### src/rtl/regfile_pkg.sv
`timescale 1ns/1ps
// ---------------------------------------------------------------------------
// regfile_pkg
// Shared definitions for the register-file scanner: default geometry of the
// MIPS32 register file and the sweep FSM state encoding.
// ---------------------------------------------------------------------------
package regfile_pkg;

   localparam int REG_AW = 5;
   localparam int REG_DW = 32;
   localparam int REG_N  = 32;

   typedef enum logic [2:0] {
      IDLE       = 3'd0,
      DUMP_FETCH = 3'd1,
      DUMP_WAIT  = 3'd2,
      CLEAR      = 3'd3,
      FINISH     = 3'd4
   } scan_state_t;

   // True for the states in which the core must be frozen.
   function automatic logic is_busy_state(input scan_state_t s);
      logic r;
      case (s)
         DUMP_FETCH: r = 1'b1;
         DUMP_WAIT:  r = 1'b1;
         CLEAR:      r = 1'b1;
         default:    r = 1'b0;
      endcase
      return r;
   endfunction

endpackage

### src/rtl/regfile_scanner_if.sv
`timescale 1ns/1ps
// ---------------------------------------------------------------------------
// regfile_scanner_if
// Valid/ready stream carrying dumped register words.
//   dout_valid : word available           (master -> slave)
//   dout_ready : consumer accepts the word (slave -> master)
//   dout_data  : register contents         (master -> slave)
//   dout_addr  : register index            (master -> slave)
//   dout_last  : final word of the sweep   (master -> slave)
// ---------------------------------------------------------------------------
interface regfile_scanner_if #(
   parameter int AW = regfile_pkg::REG_AW,
   parameter int DW = regfile_pkg::REG_DW
);
   logic          dout_valid;
   logic          dout_ready;
   logic [DW-1:0] dout_data;
   logic [AW-1:0] dout_addr;
   logic          dout_last;

   modport master (
      output dout_valid, dout_data, dout_addr, dout_last,
      input  dout_ready
   );

   modport slave (
      input  dout_valid, dout_data, dout_addr, dout_last,
      output dout_ready
   );
endinterface

### src/rtl/regfile_port_mux.sv
`timescale 1ns/1ps
// ---------------------------------------------------------------------------
// regfile_port_mux
// Selects who drives the register file write port and read port 1:
// the datapath (sel_cpu_i=1) or the scanner FSM (sel_cpu_i=0).
//   sel_cpu_i             : 1 = datapath passthrough
//   cpu_we3/wa3/wd3/ra1_i : datapath requests
//   fsm_we3/wa3/wd3/ra1_i : scanner requests
//   we3/wa3/wd3/ra1_o     : to the register file
// ---------------------------------------------------------------------------
module regfile_port_mux
   import regfile_pkg::*;
#(
   parameter int AW = REG_AW,
   parameter int DW = REG_DW
) (
   input  logic          sel_cpu_i,
   input  logic          cpu_we3_i,
   input  logic [AW-1:0] cpu_wa3_i,
   input  logic [DW-1:0] cpu_wd3_i,
   input  logic [AW-1:0] cpu_ra1_i,
   input  logic          fsm_we3_i,
   input  logic [AW-1:0] fsm_wa3_i,
   input  logic [DW-1:0] fsm_wd3_i,
   input  logic [AW-1:0] fsm_ra1_i,
   output logic          we3_o,
   output logic [AW-1:0] wa3_o,
   output logic [DW-1:0] wd3_o,
   output logic [AW-1:0] ra1_o
);

   // Port ownership select; the datapath write enable never reaches the
   // register file while the scanner owns the port.
   always_comb begin
      we3_o = 1'b0;
      wa3_o = {AW{1'b0}};
      wd3_o = {DW{1'b0}};
      ra1_o = {AW{1'b0}};
      if (sel_cpu_i) begin
         we3_o = cpu_we3_i;
         wa3_o = cpu_wa3_i;
         wd3_o = cpu_wd3_i;
         ra1_o = cpu_ra1_i;
      end else begin
         we3_o = fsm_we3_i;
         wa3_o = fsm_wa3_i;
         wd3_o = fsm_wd3_i;
         ra1_o = fsm_ra1_i;
      end
   end

endmodule

### src/rtl/regfile_scanner.sv
`timescale 1ns/1ps
// ---------------------------------------------------------------------------
// regfile_scanner
// Debug initiator in front of the register file write port and read port 1.
// In IDLE the datapath signals pass straight through. A start_clear request
// writes CLEAR_VALUE into every register (one per cycle); a start_dump request
// reads every register and streams it out on the dout interface. The core is
// stalled while a sweep runs; done pulses for one cycle at the end.
//   clk, rst_n                : clock, async active-low reset
//   start_dump, start_clear   : one-cycle sweep requests (clear has priority)
//   busy, done, cpu_stall     : sweep status (cpu_stall == busy)
//   cpu_we3/wa3/wd3/ra1/rd1   : datapath side of the register file ports
//   we3/wa3/wd3/ra1/rd1       : register file side
//   dout                      : dump stream (master modport)
// ---------------------------------------------------------------------------
module regfile_scanner
   import regfile_pkg::*;
#(
   parameter int            NREGS       = REG_N,
   parameter int            AW          = REG_AW,
   parameter int            DW          = REG_DW,
   parameter logic [DW-1:0] CLEAR_VALUE = 32'h0000_0000
) (
   input  logic          clk,
   input  logic          rst_n,
   input  logic          start_dump,
   input  logic          start_clear,
   output logic          busy,
   output logic          done,
   output logic          cpu_stall,
   input  logic          cpu_we3,
   input  logic [AW-1:0] cpu_wa3,
   input  logic [DW-1:0] cpu_wd3,
   input  logic [AW-1:0] cpu_ra1,
   output logic [DW-1:0] cpu_rd1,
   output logic          we3,
   output logic [AW-1:0] wa3,
   output logic [DW-1:0] wd3,
   output logic [AW-1:0] ra1,
   input  logic [DW-1:0] rd1,
   regfile_scanner_if.master dout
);

   localparam int            IW       = (NREGS > 1) ? $clog2(NREGS) : 1;
   localparam logic [IW-1:0] LAST_IDX = IW'(NREGS - 1);

   scan_state_t   state_q, state_d;
   logic [IW-1:0] idx_q, idx_d;
   logic          busy_q, busy_d;
   logic          done_q, done_d;
   logic          dout_valid_q, dout_valid_d;
   logic [DW-1:0] dout_data_q, dout_data_d;
   logic [AW-1:0] dout_addr_q, dout_addr_d;
   logic          dout_last_q, dout_last_d;

   logic          sel_cpu;
   logic          fsm_we3;
   logic [AW-1:0] fsm_addr;

   // The scanner addresses both ports with the sweep index.
   assign fsm_addr = AW'(idx_q);

   // Sweep FSM: next state, index counter, dump word capture and port drive.
   always_comb begin
      state_d      = state_q;
      idx_d        = idx_q;
      dout_valid_d = dout_valid_q;
      dout_data_d  = dout_data_q;
      dout_addr_d  = dout_addr_q;
      dout_last_d  = dout_last_q;
      sel_cpu      = 1'b0;
      fsm_we3      = 1'b0;
      case (state_q)
         IDLE: begin
            sel_cpu = 1'b1;
            if (start_clear) begin
               idx_d   = {IW{1'b0}};
               state_d = CLEAR;
            end else if (start_dump) begin
               idx_d   = {IW{1'b0}};
               state_d = DUMP_FETCH;
            end else begin
               state_d = IDLE;
            end
         end
         DUMP_FETCH: begin
            // rd1 is a combinational read of ra1 = idx, captured here.
            dout_data_d  = rd1;
            dout_addr_d  = fsm_addr;
            dout_last_d  = (idx_q == LAST_IDX);
            dout_valid_d = 1'b1;
            state_d      = DUMP_WAIT;
         end
         DUMP_WAIT: begin
            if (dout_valid_q && dout.dout_ready) begin
               dout_valid_d = 1'b0;
               if (dout_last_q) begin
                  state_d = FINISH;
               end else begin
                  idx_d   = idx_q + IW'(1);
                  state_d = DUMP_FETCH;
               end
            end else begin
               state_d = DUMP_WAIT;
            end
         end
         CLEAR: begin
            fsm_we3 = 1'b1;
            if (idx_q == LAST_IDX) begin
               state_d = FINISH;
            end else begin
               idx_d   = idx_q + IW'(1);
               state_d = CLEAR;
            end
         end
         FINISH: begin
            idx_d   = {IW{1'b0}};
            state_d = IDLE;
         end
         default: begin
            idx_d        = {IW{1'b0}};
            dout_valid_d = 1'b0;
            state_d      = IDLE;
         end
      endcase
      // Status flags are registered so they line up with the state they
      // describe.
      busy_d = is_busy_state(state_d);
      done_d = (state_d == FINISH);
   end

   // State, counter and output registers; reset drops any pending word.
   always_ff @(posedge clk or negedge rst_n) begin
      if (!rst_n) begin
         state_q      <= IDLE;
         idx_q        <= {IW{1'b0}};
         busy_q       <= 1'b0;
         done_q       <= 1'b0;
         dout_valid_q <= 1'b0;
         dout_data_q  <= {DW{1'b0}};
         dout_addr_q  <= {AW{1'b0}};
         dout_last_q  <= 1'b0;
      end else begin
         state_q      <= state_d;
         idx_q        <= idx_d;
         busy_q       <= busy_d;
         done_q       <= done_d;
         dout_valid_q <= dout_valid_d;
         dout_data_q  <= dout_data_d;
         dout_addr_q  <= dout_addr_d;
         dout_last_q  <= dout_last_d;
      end
   end

   regfile_port_mux #(
      .AW (AW),
      .DW (DW)
   ) u_port_mux (
      .sel_cpu_i (sel_cpu),
      .cpu_we3_i (cpu_we3),
      .cpu_wa3_i (cpu_wa3),
      .cpu_wd3_i (cpu_wd3),
      .cpu_ra1_i (cpu_ra1),
      .fsm_we3_i (fsm_we3),
      .fsm_wa3_i (fsm_addr),
      .fsm_wd3_i (CLEAR_VALUE),
      .fsm_ra1_i (fsm_addr),
      .we3_o     (we3),
      .wa3_o     (wa3),
      .wd3_o     (wd3),
      .ra1_o     (ra1)
   );

   assign busy            = busy_q;
   assign cpu_stall       = busy_q;
   assign done            = done_q;
   assign cpu_rd1         = rd1;
   assign dout.dout_valid = dout_valid_q;
   assign dout.dout_data  = dout_data_q;
   assign dout.dout_addr  = dout_addr_q;
   assign dout.dout_last  = dout_last_q;

endmodule

### src/flat_wrapper.sv
// flat-port wrapper written by rule: the top's interface ports become plain ports
module regfile_scanner_flat import regfile_pkg::*;
#(
   parameter int            NREGS       = REG_N,
   parameter int            AW          = REG_AW,
   parameter int            DW          = REG_DW,
   parameter logic [DW-1:0] CLEAR_VALUE = 32'h0000_0000
)
  (clk, rst_n, start_dump, start_clear, busy, done, cpu_stall, cpu_we3, cpu_wa3, cpu_wd3, cpu_ra1, cpu_rd1, we3, wa3, wd3, ra1, rd1, dout_dout_valid, dout_dout_data, dout_dout_addr, dout_dout_last, dout_dout_ready);
  regfile_scanner_if #(.AW(AW), .DW(DW)) dout_i ();
  input  logic clk;
  input  logic rst_n;
  input  logic start_dump;
  input  logic start_clear;
  output logic busy;
  output logic done;
  output logic cpu_stall;
  input  logic cpu_we3;
  input  logic [AW-1:0] cpu_wa3;
  input  logic [DW-1:0] cpu_wd3;
  input  logic [AW-1:0] cpu_ra1;
  output logic [DW-1:0] cpu_rd1;
  output logic we3;
  output logic [AW-1:0] wa3;
  output logic [DW-1:0] wd3;
  output logic [AW-1:0] ra1;
  input  logic [DW-1:0] rd1;
  output wire logic [$bits(dout_i.dout_valid)-1:0] dout_dout_valid;
  output wire logic [$bits(dout_i.dout_data)-1:0] dout_dout_data;
  output wire logic [$bits(dout_i.dout_addr)-1:0] dout_dout_addr;
  output wire logic [$bits(dout_i.dout_last)-1:0] dout_dout_last;
  input wire logic [$bits(dout_i.dout_ready)-1:0] dout_dout_ready;
  assign dout_dout_valid = dout_i.dout_valid;
  assign dout_dout_data = dout_i.dout_data;
  assign dout_dout_addr = dout_i.dout_addr;
  assign dout_dout_last = dout_i.dout_last;
  assign dout_i.dout_ready = dout_dout_ready;
  regfile_scanner #(.NREGS(NREGS), .AW(AW), .DW(DW), .CLEAR_VALUE(CLEAR_VALUE)) u_core (.clk(clk), .rst_n(rst_n), .start_dump(start_dump), .start_clear(start_clear), .busy(busy), .done(done), .cpu_stall(cpu_stall), .cpu_we3(cpu_we3), .cpu_wa3(cpu_wa3), .cpu_wd3(cpu_wd3), .cpu_ra1(cpu_ra1), .cpu_rd1(cpu_rd1), .we3(we3), .wa3(wa3), .wd3(wd3), .ra1(ra1), .rd1(rd1), .dout(dout_i));
endmodule
### config.mk
export PLATFORM = sky130hd
export DESIGN_NAME = regfile_scanner_flat
export DESIGN_NICKNAME = d
export VERILOG_FILES = /design/src/rtl/regfile_pkg.sv /design/src/rtl/regfile_scanner_if.sv /design/src/rtl/regfile_port_mux.sv /design/src/rtl/regfile_scanner.sv /design/src/flat_wrapper.sv
export SDC_FILE = /design/constraint.sdc
export NUM_CORES = 1
export LEC_CHECK = 0
export BUFFER_PORTS_ARGS = -buffer_cell sky130_fd_sc_hd__buf_2
export CORE_UTILIZATION = 45
export CTS_BUF_LIST = sky130_fd_sc_hd__clkbuf_8
export CTS_CLUSTER_SIZE = 14
export DETAILED_ROUTE_END_ITERATION = 8
export PLACE_DENSITY_LB_ADDON = 0.1
export SLEW_MARGIN = 25
export SYNTH_ARGS = -nofsm -noshare
export SYNTH_HDL_FRONTEND = slang
export SYNTH_HIERARCHICAL = 1
export SYNTH_SLANG_ARGS = --single-unit
### constraint.sdc
create_clock -name clk -period 3.5 [get_ports clk]
set_input_delay 0.35 -clock clk [delete_from_list [all_inputs] [get_ports clk]]
set_output_delay 0.35 -clock clk [all_outputs]
set_load 0.02 [all_outputs]
# Word level (Yosys, flattened, before mapping)
# Index checks and enable logic that the tools add are counted.
[classes] reduce_logical=6 n_eq_ne=13 n_mux=21 n_bitwise=2 addsub=1
[ops] op="5-bit 2-to-1 mux" n=7
[ops] op="32-bit 2-to-1 mux" n=1
[ops] op="5-bit case mux with 4 select lines" n=1
[ops] op="3-bit by 2-bit equality test with 1-bit output (second input constant)" n=4
[ops] op="3-bit 2-to-1 mux" n=4
[ops] op="3-bit case mux with 4 select lines" n=1
[ops] op="3-bit by 1-bit equality test with 1-bit output (second input constant)" n=2
[ops] op="3-bit equality test (second input constant)" n=2
[ops] op="1-bit 2-to-1 mux" n=6
[ops] op="3-bit OR reduction" n=2
[ops] op="5-bit by 1-bit adder with 5-bit output (second input constant)" n=1
[ops] op="5-bit equality test (second input constant)" n=1
[ops] op="5-bit AND reduction" n=1
[ops] op="2-bit inequality test (second input constant)" n=2
[ops] op="3-bit zero test" n=1
[ops] op="3-bit inequality test (second input constant)" n=1
[ops] op="1-bit case mux with 3 select lines" n=1
[ops] op="2-bit by 1-bit inequality test with 1-bit output (second input constant)" n=1
[ops] op="1-bit inverter" n=2
[ops] op="2-bit AND reduction" n=1
[ops] op="1-bit logical AND" n=1
[word_totals] input_bits=80 elab_cells=51 register_bits=49

# Depth between registers and ports, before layout
[logic_depth] word_depth=6 mapped_depth=7 depth_no_buf=7

# Hierarchy
# Netlist, hierarchy kept.
[modules_own_cells] module="regfile_scanner" instances=1 cells_per_inst=174 area_per_inst_um2=2381.0
[modules_own_cells] module="regfile_port_mux" instances=1 cells_per_inst=48 area_per_inst_um2=725.7

# Worst setup path after synthesis
# Ideal clock, no wire load.
[synth_timing] path_type="register to register" start="register u_core.idx_q[0], in the netlist u_core/fsm_addr[0]" end="register u_core.idx_q[0], in the netlist u_core/fsm_addr[0]" setup_ps=125 slack_ps=1710 path_buffers=0 arrival_time_ps=1665 period_less_slack_ps=1790 stages_incl_launch_ff=8 path_cell_list="dfrtp_1 > ha_1 > and3_1 > ha_1 > nor2b_1 > or2_2 > o21bai_4 > mux2_2"
[synth_via] elab_chain_cells=4 word_cells_on_any_way=8 classes_between="add/sub: 1; eq/ne: 2; mux: 4; reduce/logical: 1"
[synth_rtl] element="start: declaration" line="regfile_scanner.sv:48" rtl="logic [IW-1:0] idx_q, idx_d;"
[synth_rtl] element="start signal: assignment" line="regfile_scanner.sv:136" rtl="idx_q <= {IW{1'b0}};"
[synth_rtl] element="start signal: assignment" line="regfile_scanner.sv:145" rtl="idx_q <= idx_d;"
[synth_rtl] element="5-bit by 1-bit adder with 5-bit output" line="regfile_scanner.sv:100, regfile_scanner.sv:112"
[synth_rtl] element="5-bit 2-to-1 mux" line="regfile_scanner.sv:97" rtl="if (dout_last_q) begin"
[synth_rtl] element="5-bit 2-to-1 mux" line="regfile_scanner.sv:95" rtl="if (dout_valid_q && dout.dout_ready) begin"
[synth_rtl] element="5-bit case mux with 4 select lines" line="regfile_scanner.sv:73" rtl="case (state_q)"
# Several ways; a longest one is shown, not always the timed one. The select of a mux whose other input is x is not followed.
# A chain may end at the register's enable or synchronous reset.

# Final worst setup path
[layout_timing] start="register u_core.state_q[0]" end="output port wa3[4]"
[layout_via] elab_chain_cells=3
[layout_rtl] element="start: declaration" line="regfile_scanner.sv:47" rtl="scan_state_t state_q, state_d;"
[layout_rtl] element="start signal: assignment" line="regfile_scanner.sv:144" rtl="state_q <= state_d;"
[layout_rtl] element="3-bit zero test" line="regfile_scanner.sv:73"
[layout_rtl] element="1-bit 2-to-1 mux" line="regfile_scanner.sv:73"
[layout_rtl] element="via u_core.sel_cpu" line="regfile_scanner.sv:56" rtl="logic sel_cpu;"
[layout_rtl] element="5-bit 2-to-1 mux" line="regfile_port_mux.sv:39" rtl="if (sel_cpu_i) begin"
[layout_rtl] element="end: declaration" line="flat_wrapper.sv:24" rtl="output logic [AW-1:0] wa3;"
# The timed path passes the listed nets, and every way through them passes these cells.

==> run metrics <==
asr flop ratio synth 1.00; antenna-violating nets left 0; crit path capture type output pin; Final Hold Viols 0; gpl congestion 0.808; synth top area cells dfrtp_1, mux2_4, buf_4; Layout fillers 558; Post-Route WL between 6000 and 7000 microns; Num CTS Buffers 5; arrival time of the worst setup path 2.13 ns; clk slew on worst S/H paths 0.09 ns; # IOs 197; multi-input logic area 1570 sq um; area leader, netlist dfrtp_1; Tcrit/Tclk final 0.709; post-DP HPWL 5040 microns; DR WL/cell 13.1 microns; later-pin clock latency in the skew report 0.30 ns; Peak VDD IR around 370 uV; H-tree lvl count 2; DR pass1 iterations 4; # hold bufs at CTS 0; Max Fclk a little over 400 MHz; Initial Util 0.478; LEAKAGE approximately 2.2 nW; CP Launch Type flop; FF-to-FF End u_core/fsm_addr[3]; Hold Crit Class in2async; count leader, synth mux2_4; number of diodes 0; Max Slew Vio Count 0; setup bufs post-CTS 0; fin nets 495; Rows 29; Clock Sinks 49; port bufs 196; Yosys warning total 6; Layout area overhead 28.6%; first-pass GRT wire length 10000 microns; Setup TNS Final 0 ns; register area 1230 sq um; EDFF count, synth 0; r2r setup slk between 1 and 1.5 ns; die span in x 85.1 microns; vias post-DR 2246; Synth Instances 222; Slew HR 0.531; pre-CTS setup slack 1.34 ns; worst-case clock buffer depth 2; Vias/cell between 4 and 5; Pwr Total 0.00284 W; worst slew pin tran 0.704 ns; vias in the first global route 2046; Residual DRC 0; Pwr Density 712 nW/um^2; CTS tree yes; largest net degree at the start of global routing 50; initial antenna violation count 0; Avg Inst Size Synth 14.0 sq um; Top FF cell, synth dfrtp_1; largest fanout on the critical path 43; synthesized flop and latch total 49; Max Cap Viol 0; most common library cells after synthesis mux2_4, dfrtp_1, buf_4; clk root buf clkbuf_8; required time of the critical path 3.15 ns; grt ovf 0; min cycle time layout about 2.5 ns; worst setup margin 1.02 ns; Total GRT Usage 0.178; outcome finished clean; cts repair resizes 0; Netlist cell types 34; Die ar. 7240 sq um; layout cell share with drive strength beyond 1 0.710; final setup fails 0; Die H approximately 85 microns; core area about 6500 sq um; worst r2r path cells 7; sequential area share after synthesis 0.395; Synth top area share 0.395; RSZ-0062 raised after global routing false; number of DRC markers in iteration 0 69; clk_skew around 0.013 ns; Post-Syn Area 3110 sq um; Reg2Reg Launch Point u_core/fsm_addr[0]; Setup Crit Path Kind reg2out; final core occ 0.615
[critical path, stage by stage, from the launching register on]
cell	delay (ns)
dfrtp_1	0.52
nor3_2	0.15
buf_4	0.60
mux2_2	0.41
buf_2	0.16
[cell families after synthesis]
| group | Yosys count | synth area share |
|---|---|---|
| and+or+nand+nor | 23 | 0.0427 |
| DFF | 49 | 0.395 |
| adders and majority gates | 2 | 0.00805 |
| AOI/OAI and AO/OA | 16 | 0.0395 |
| muxes | 84 | 0.376 |
| other | 1 | 0.00121 |
| buffers and inverters | 47 | 0.138 |
[final cells by class]
type / count / share of cell area
repair buffers: 197 / 0.248
clock inverters: 2 / 0.00345
clock buffers: 6 / 0.0207
multi-input cells: 157 / 0.394
flip-flops and latches: 49 / 0.307
well taps: 77 / 0.0241
inverters: 3 / 0.00282
[where the power goes]
group	switching (W)	internal [W]	leakage [nW]
sequential	0.000190	0.000813	0.604
combinational	0.000776	0.000722	1.55
clock	0.000181	0.000160	0.0512
[how the worst max path moves through the flow]
| stage | from | slack (ns) | depth (start not counted) | endpoint |
|---|---|---|---|---|
| 2_1_floorplan | u_core/fsm_addr[0] | 1.71 | 7 | u_core/fsm_addr[0] |
| 3_3_place_gp | u_core/state_q[0] | 1.36 | 4 | wa3[2] |
| 3_5_place_dp | u_core/state_q[1] | 1.34 | 4 | wa3[4] |
| 4_1_cts | u_core/state_q[0] | 1.00 | 4 | wa3[4] |
| 5_1_grt | u_core/state_q[0] | 0.88 | 4 | wa3[2] |
| 6_report | u_core/state_q[0] | 1.02 | 4 | wa3[4] |
[cell usage in the layout, fill, tap and decap left out, types with 2 or more instances in the layout]
master / n
mux2_4: 60
dfrtp_1: 49
nand3_1: 2
nor2_1: 5
buf_2: 195
and3_4: 2
a22o_1: 2
a21oi_1: 3
clkbuf_8: 6
inv_1: 2
mux2_2: 22
o21ai_0: 2
nand2_1: 4
buf_4: 2
conb_1: 32
nor3_1: 2
mux2i_1: 2
o21a_1: 2
ha_1: 2
[through the flow]
step / std cells / hold WS, ns / area, sq um
global placement: 483 / 0.484 / 3900
CTS: 491 / 0.0747 / 4000
global route: 491 / 0.0907 / 4000
finish: 491 / 0.0503 / 4000
floorplan: 253 / 0.0544 / 3220
detailed placement: 483 / 0.405 / 3900
[registers in the layout (all words and copies together), names as in the netlist]
register,count
u_core/fsm_addr,5
u_core/done,1
u_core/state_q,3
u_core/dout.dout_addr,5
u_core/dout.dout_last,1
u_core/dout.dout_valid,1
u_core/busy,1
u_core/dout.dout_data,32
[layer usage]
layer | vias to the layer above | wire length [microns] | GRT usage
met4 | 0 | 76 | 0.0555
met1 | 1021 | 2570 | 0.207
met2 | 120 | 3290 | 0.323
met3 | 7 | 519 | 0.0399
met5 | - | 0 | 0
li1 | 1098 | - | -
(Power assumes the default switching activity.)
